`config.mk`:
```
export PLATFORM = sky130hd
export DESIGN_NAME = led_blink_ctrl
export DESIGN_NICKNAME = d
export VERILOG_FILES = /design/src/rtl/led_pkg.sv /design/src/rtl/led_tick_gen.sv /design/src/rtl/led_blink_ctrl.sv
export SDC_FILE = /design/constraint.sdc
export NUM_CORES = 1
export LEC_CHECK = 0
export BUFFER_PORTS_ARGS = -buffer_cell sky130_fd_sc_hd__buf_2
export CAP_MARGIN = 20
export CELL_PAD_IN_SITES_DETAIL_PLACEMENT = 2
export CELL_PAD_IN_SITES_GLOBAL_PLACEMENT = 2
export CORE_ASPECT_RATIO = 0.9
export CORE_UTILIZATION = 44
export DETAILED_ROUTE_END_ITERATION = 8
export PLACE_DENSITY = 0.88
export SKIP_CTS_REPAIR_TIMING = 1
export SKIP_LAST_GASP = 1
export SLEW_MARGIN = 20
export SYNTH_ARGS = -nofsm -noshare
export SYNTH_HDL_FRONTEND = slang
export SYNTH_HIERARCHICAL = 1
export SYNTH_SLANG_ARGS = --single-unit
```
`constraint.sdc`:
```
create_clock -name sys_clk -period 22.5 [get_ports sys_clk]
set_input_delay 1.125 -clock sys_clk [delete_from_list [all_inputs] [get_ports sys_clk]]
set_output_delay 1.125 -clock sys_clk [all_outputs]
set_load 0.005 [all_outputs]
```
`src/rtl/led_pkg.sv`:
```
// ----------------------------------------------------------------------------
// led_pkg
//   Shared types and helpers for the multi-channel LED driver.
//   - led_mode_e : per-channel operating mode (2-bit encoding)
//   - led_cfg_t  : per-channel configuration {mode, period, duty}
//   - eff_period : period with 0 folded to 1
//   - led_oe_of  : pad-enable value for a given mode/state
//   Period/duty fields are stored at LED_PW_MAX bits so one struct type serves
//   every PW. The driver zero-extends its PW-bit values into them, which makes
//   the upper bits constant, so they cost nothing. PW must not exceed
//   LED_PW_MAX.
// ----------------------------------------------------------------------------
package led_pkg;

  localparam int LED_PW_MAX = 32;

  typedef enum logic [1:0] {
    LED_OFF   = 2'd0,
    LED_ON    = 2'd1,
    LED_BLINK = 2'd2,
    LED_PWM   = 2'd3
  } led_mode_e;

  typedef struct packed {
    led_mode_e               mode;
    logic [LED_PW_MAX-1:0]   period;
    logic [LED_PW_MAX-1:0]   duty;
  } led_cfg_t;

  // A period of 0 behaves exactly like a period of 1.
  function automatic logic [LED_PW_MAX-1:0] eff_period(input logic [LED_PW_MAX-1:0] p);
    return (p == '0) ? LED_PW_MAX'(1) : p;
  endfunction

  function automatic logic led_oe_of(input led_mode_e mode, input logic blink,
                                     input logic [LED_PW_MAX-1:0] phase,
                                     input logic [LED_PW_MAX-1:0] duty);
    case (mode)
      LED_ON:    return 1'b1;
      LED_BLINK: return blink;
      LED_PWM:   return (phase < duty);
      default:   return 1'b0;
    endcase
  endfunction

endpackage

```
`src/rtl/led_tick_gen.sv`:
```
// ----------------------------------------------------------------------------
// led_tick_gen
//   Free-running prescaler. Counts 0..DIV-1 and emits a registered one-cycle
//   tick in the cycle after the count reaches DIV-1.
// Ports:
//   clk   in   system clock
//   rst   in   asynchronous active-high reset
//   tick  out  one-cycle pulse every DIV clocks (registered)
// ----------------------------------------------------------------------------
module led_tick_gen #(
  parameter int DIV = 10
) (
  input  logic clk,
  input  logic rst,
  output logic tick
);

  localparam int CW = (DIV > 1) ? $clog2(DIV) : 1;

  logic [CW-1:0] cnt;
  logic          at_last;

  assign at_last = (cnt == CW'(DIV - 1));

  always_ff @(posedge clk or posedge rst) begin
    if (rst) begin
      cnt  <= '0;
      tick <= 1'b0;
    end else begin
      tick <= at_last;
      cnt  <= at_last ? '0 : cnt + CW'(1);
    end
  end

endmodule

```
`src/rtl/led_blink_ctrl.sv`:
```
// ----------------------------------------------------------------------------
// led_blink_ctrl
//   Multi-channel LED / indicator driver for open-drain pads. A shared
//   prescaler tick advances a per-channel phase counter; each channel is OFF,
//   ON, BLINK (toggle on every phase wrap) or PWM (on while phase < duty).
//   Config is written through a one-entry port, either applied at once
//   (SYNC_UPDATE=0) or staged in a shadow register and applied at the target
//   channel's next phase wrap (SYNC_UPDATE=1).
// Ports:
//   sys_clk     in   system clock
//   reset       in   asynchronous active-high reset
//   cfg_we      in   config write strobe
//   cfg_ch      in   target channel (writes to cfg_ch >= CH are dropped)
//   cfg_mode    in   0 OFF, 1 ON, 2 BLINK, 3 PWM
//   cfg_period  in   period in ticks (0 behaves as 1)
//   cfg_duty    in   PWM on-time in ticks
//   cfg_ready   out  write port accepts cfg_we
//   led_oe      out  per-channel pad enable, 1 = pull pad low (lit); registered
//   tick        out  prescaler pulse, one cycle every CLK_HZ/TICK_HZ clocks
// ----------------------------------------------------------------------------
module led_blink_ctrl
  import led_pkg::*;
#(
  parameter int CLK_HZ      = 50000000,
  parameter int TICK_HZ     = 1000,
  parameter int CH          = 4,
  parameter int PW          = 16,
  parameter int SYNC_UPDATE = 0
) (
  input  logic                  sys_clk,
  input  logic                  reset,
  input  logic                  cfg_we,
  input  logic [$clog2(CH)-1:0] cfg_ch,
  input  logic [1:0]            cfg_mode,
  input  logic [PW-1:0]         cfg_period,
  input  logic [PW-1:0]         cfg_duty,
  output logic                  cfg_ready,
  output logic [CH-1:0]         led_oe,
  output logic                  tick
);

  localparam int DIV = CLK_HZ / TICK_HZ;
  localparam int CHW = $clog2(CH);

  logic tick_i;

  led_tick_gen #(.DIV(DIV)) u_tick (
    .clk  (sys_clk),
    .rst  (reset),
    .tick (tick_i)
  );

  assign tick = tick_i;

  // Write-port decode and shadow staging.
  logic          cfg_ch_ok;
  led_cfg_t      wr_cfg;
  logic          pending;
  logic [CHW-1:0] shadow_ch;
  led_cfg_t      shadow_cfg;
  logic [CH-1:0] copy_hit;

  assign cfg_ch_ok = (int'(cfg_ch) < CH);
  assign wr_cfg    = '{mode:   led_mode_e'(cfg_mode),
                       period: LED_PW_MAX'(cfg_period),
                       duty:   LED_PW_MAX'(cfg_duty)};

  // pending is a flop, so cfg_ready is glitch-free and drops the cycle after
  // an accepted write and rises the cycle after the shadow is copied.
  assign cfg_ready = ~pending;

  always_ff @(posedge sys_clk or posedge reset) begin
    if (reset) begin
      pending    <= 1'b0;
      shadow_ch  <= '0;
      shadow_cfg <= '0;
    end else if (SYNC_UPDATE != 0) begin
      if (!pending) begin
        if (cfg_we && cfg_ch_ok) begin
          pending    <= 1'b1;
          shadow_ch  <= cfg_ch;
          shadow_cfg <= wr_cfg;
        end
      end else if (|copy_hit) begin
        pending <= 1'b0;
      end
    end
  end

  // Per-channel phase / blink / output logic.
  for (genvar i = 0; i < CH; i++) begin : g_ch
    led_cfg_t               cfg_q, cfg_n, load_cfg;
    logic [PW-1:0]          phase_q, phase_n;
    logic                   blink_q, blink_n;
    logic                   oe_q;
    logic [LED_PW_MAX-1:0]  last_phase;
    logic                   at_wrap, sync_load, direct_load, do_load;

    assign last_phase = eff_period(cfg_q.period) - LED_PW_MAX'(1);
    assign at_wrap    = (LED_PW_MAX'(phase_q) == last_phase);

    // A staged write lands on a static channel (OFF/ON) right away, on an
    // animated one only at a wrap so the visible pattern never gets cut.
    assign sync_load   = pending && (shadow_ch == CHW'(i)) &&
                         ((cfg_q.mode == LED_OFF) || (cfg_q.mode == LED_ON) ||
                          (tick_i && at_wrap));
    assign direct_load = cfg_we && cfg_ch_ok && (cfg_ch == CHW'(i));
    assign do_load     = (SYNC_UPDATE != 0) ? sync_load : direct_load;
    assign load_cfg    = (SYNC_UPDATE != 0) ? shadow_cfg : wr_cfg;
    assign copy_hit[i] = do_load;

    // A load takes priority over a coincident tick: the new config always
    // starts from phase 0 with the blink state cleared.
    always_comb begin
      cfg_n   = cfg_q;
      phase_n = phase_q;
      blink_n = blink_q;
      if (do_load) begin
        cfg_n   = load_cfg;
        phase_n = '0;
        blink_n = 1'b0;
      end else if (tick_i) begin
        if (at_wrap) begin
          phase_n = '0;
          if (cfg_q.mode == LED_BLINK) blink_n = ~blink_q;
        end else begin
          phase_n = phase_q + PW'(1);
        end
      end
    end

    always_ff @(posedge sys_clk or posedge reset) begin
      if (reset) begin
        cfg_q   <= '0;
        phase_q <= '0;
        blink_q <= 1'b0;
        oe_q    <= 1'b0;
      end else begin
        cfg_q   <= cfg_n;
        phase_q <= phase_n;
        blink_q <= blink_n;
        oe_q    <= led_oe_of(cfg_n.mode, blink_n, LED_PW_MAX'(phase_n), cfg_n.duty);
      end
    end

    assign led_oe[i] = oe_q;
  end

endmodule

```
==> summary.md <==
| Metric | Value |
|---|---|
| Met2 Resource Use GR | `0.565` |
| GP Congestion | `0.886` |
| Mapped Cells | `1,601` |
| Endpoint, Worst Hold | `g_ch[3].cfg_q[22]` |
| DRC | `0` |
| Reg clk slew, reported paths | `0.06 ns` |
| Critical Path Max Stage Delay | `0.73 ns` |
| Reg2reg start | `g_ch[3].cfg_q[37]` |
| Post-Syn Area per Cell | `9.63 um2` |
| Delay-heaviest family, CP | `simple AND/OR/NAND/NOR gates` |
| Routed length per instance | `28.2 um` |
| Full die area | `35,800 um2` |
| Via count | `13,000` |
| Netlist Area Pre-Place | `15,400 um2` |
| ANT nets after route | `0` |
| LEAKAGE | `0.00860 uW` |
| Initial antenna violation count | `0` |
| Share of cells above drive strength 1 | `0.0842` |
| Place WS | `16.24 ns` |
| Largest net degree at the start of global routing | `133` |
| Kind of critical path | `register to register` |
| Commonest non-fill, non-tap cell in the layout | `dfrtp_1` |
| Starting DRT DRC Count | `929` |
| WP buf/inv | `0` |
| R2r setup slk | `15.85 ns` |
| Layout Skew | `0.0190 ns` |
| Worst-Margin Slew | `1.07 ns` |
| Diode count | `0` |
| Final-report max-slew violation count | `0` |
| Setup crit end kind | `register` |
| Unrepaired setup endpoints after global routing | `false` |
| Reg2reg end | `g_ch[3].oe_q` |
| Crit path cell chain | `nor2_1 -> and3_1 -> a31oi_1 -> ha_1 -> nor3b_1 -> nand4b_1 -> xnor2_1 -> a2111o_1 -> or4_1 -> o31ai_4 -> nor2_1 -> ha_1 -> and3_1 -> o2111ai_1 -> nor3_1 -> o31ai_1 -> a31oi_1 -> nor4_1` |
| Crit path max fanout | `16` |
| Tcrit/Tclk final | `0.296` |
| Vias in the first global route | `14,800` |
| Hold Path Stages | `1` |
| DP Wirelength | `35.9 mm` |
| Setup ws final | `15.85 ns` |
| Die Wd | `199 um` |
| MaxCap Viol Count | `0` |
| Number of synthesized register bits | `289` |
| HP Start | `g_ch[3].cfg_q[22]` |
| CTS Buf Count | `35` |
| I/O pin count | `45` |
| Cell row count | `64` |
| Maximum vdd drop | `0.0000485 V` |
| Storage element area | `7230 um2` |
| Seq/Total Area, Yosys | `0.469` |
| P&R area growth vs syn | `11.7%` |
| PwrDens | `85.0 nW/um2` |
| Worst path depth | `18` |
| Setup TNS | `0 ns` |
| Most frequent cells in the layout | `dfrtp_1, nand2_1, nor2_1` |
| Vias/cell | `6.18` |
| Highest Clock Rate | `150 MHz` |
| Hold crit path type | `register to register` |
| Clock Path Buffers | `3` |
| Yosys warning count | `8` |
| Fillcell total | `3,565` |
| H-Tree Depth | `2` |
| Synth Flop Type | `dfrtp_1` |
| Dpl cell area | `16,000 um2` |
| GRT Max-Usage Layer | `met2` |
| Number of flops mapped to enable cells by yosys | `0` |
| Design area | `17,200 um2` |
| Arrival time of the worst setup path | `7.06 ns` |
| CTS root buf | `clkbuf_16` |
| Final wirelength | `59.6 mm` |
| Hold Violations, Final | `0` |
| Total GRT Usage | `0.341` |
| First-pass GRT wire length | `92.0 mm` |
| Die Ht | `180 um` |
| Tmin final | `6.65 ns` |
| CTS tree | `yes` |
| Drt pass-1 iters | `5` |
| GR Layer Usage met1 | `0.414` |
| Grt ovf | `0` |
| Setup violators final | `0` |
| Final #Nets | `1,734` |
| Met3 GRT Util | `0.0572` |
| Initial Utilization | `0.450` |
| Syn nets | `1,709` |
| Worst path slowest cell | `nor3b_1` |
| R2R cell count | `18` |
| Buffers on Ports | `43` |
| Core area | `34,300 um2` |
| Netlist cell types | `78` |
| Clock Latency Late Sink | `0.54 ns` |
| Multi-input logic area | `7600 um2` |
| Synth async-reset ratio | `1.00` |
| Slew headroom | `0.287` |
| Finished Core Util | `0.502` |
| Sink Count | `289` |
| Worst EP required | `22.91 ns` |
| CP startpoint kind | `register` |
| Status | `completed` |
## cell usage after synthesis (8+ instances only)
cell type	number	share of area
a21o_1	13	0.0063
a21oi_1	35	0.011
a31oi_1	8	0.0032
and2_1	68	0.028
and3_1	21	0.0085
buf_1	9	0.0022
clkbuf_1	42	0.010
dfrtp_1	289	0.47
ha_1	69	0.056
inv_1	82	0.020
mux2i_1	79	0.051
nand2_1	256	0.062
nand3_1	46	0.015
nand4_1	35	0.014
nor2_1	127	0.031
nor2b_1	12	0.0049
nor3_1	23	0.0075
nor3b_1	8	0.0039
nor4_1	38	0.015
o211ai_1	8	0.0039
o21ai_0	41	0.013
or3_1	13	0.0053
or4_1	11	0.0054
xnor2_1	59	0.034
xor2_1	76	0.043
## sequential cells by signal, indices dropped and copies added, names as in the netlist
signal,flops
u_tick/tick,1
g_ch.oe_q,4
u_tick/cnt,16
g_ch.phase_q,64
g_ch.blink_q,4
g_ch.cfg_q,200
## per-layer routing
layer / wire [um] / vias to the layer above / part of all wire
met5: 0 / - / 0
met4: 4130 / 0 / 0.069
met3: 3270 / 223 / 0.055
met2: 28800 / 480 / 0.48
met1: 23500 / 6789 / 0.39
li1: - / 5552 / -
## how the worst max path moves through the flow
stage / from / endpoint
2_1_floorplan: reset / g_ch[0].blink_q
3_3_place_gp: g_ch[3].cfg_q[32] / g_ch[3].oe_q
3_5_place_dp: g_ch[3].cfg_q[37] / g_ch[3].oe_q
4_1_cts: g_ch[3].cfg_q[37] / g_ch[3].oe_q
5_1_grt: g_ch[1].cfg_q[36] / g_ch[1].oe_q
6_report: g_ch[3].cfg_q[37] / g_ch[3].oe_q
## area by class of cell
type | instances | area share
Tap cell | 462 | 0.0336
Sequential cell | 289 | 0.420
Clock inverter | 9 | 0.00857
Multi-Input combinational cell | 1165 | 0.442
Clock buffer | 52 | 0.0611
Timing Repair Buffer | 53 | 0.0169
Inverter | 82 | 0.0183
## stage by stage
stage,hold slack [ns],total power [uW],cells
after floorplan,0.441,753,1601
final,0.482,1460,2112
after CTS,0.489,1460,2112
after global routing,0.495,1510,2112
after global placement,0.464,810,2051
after detailed placement,0.471,835,2051
## report_power, final
group          internal (uW)  total [uW]  leakage (uW)  switching [uW]
clock network            369         609      0.000588             240
registers                564         612       0.00377            48.0
logic                   79.4         243       0.00424             163
## kinds of logic after synthesis
kind of cell	Yosys count	share of synthesized area
other	1	0.000243
xor gates and xnor gates	135	0.0767
adders and majority gates	69	0.0560
AOI/OAI and AO/OA	171	0.0759
DFF	289	0.469
buffers and inverters	147	0.0385
and+or+nand+nor	706	0.229
muxes	83	0.0542
Power figures use the tool's default switching activity.
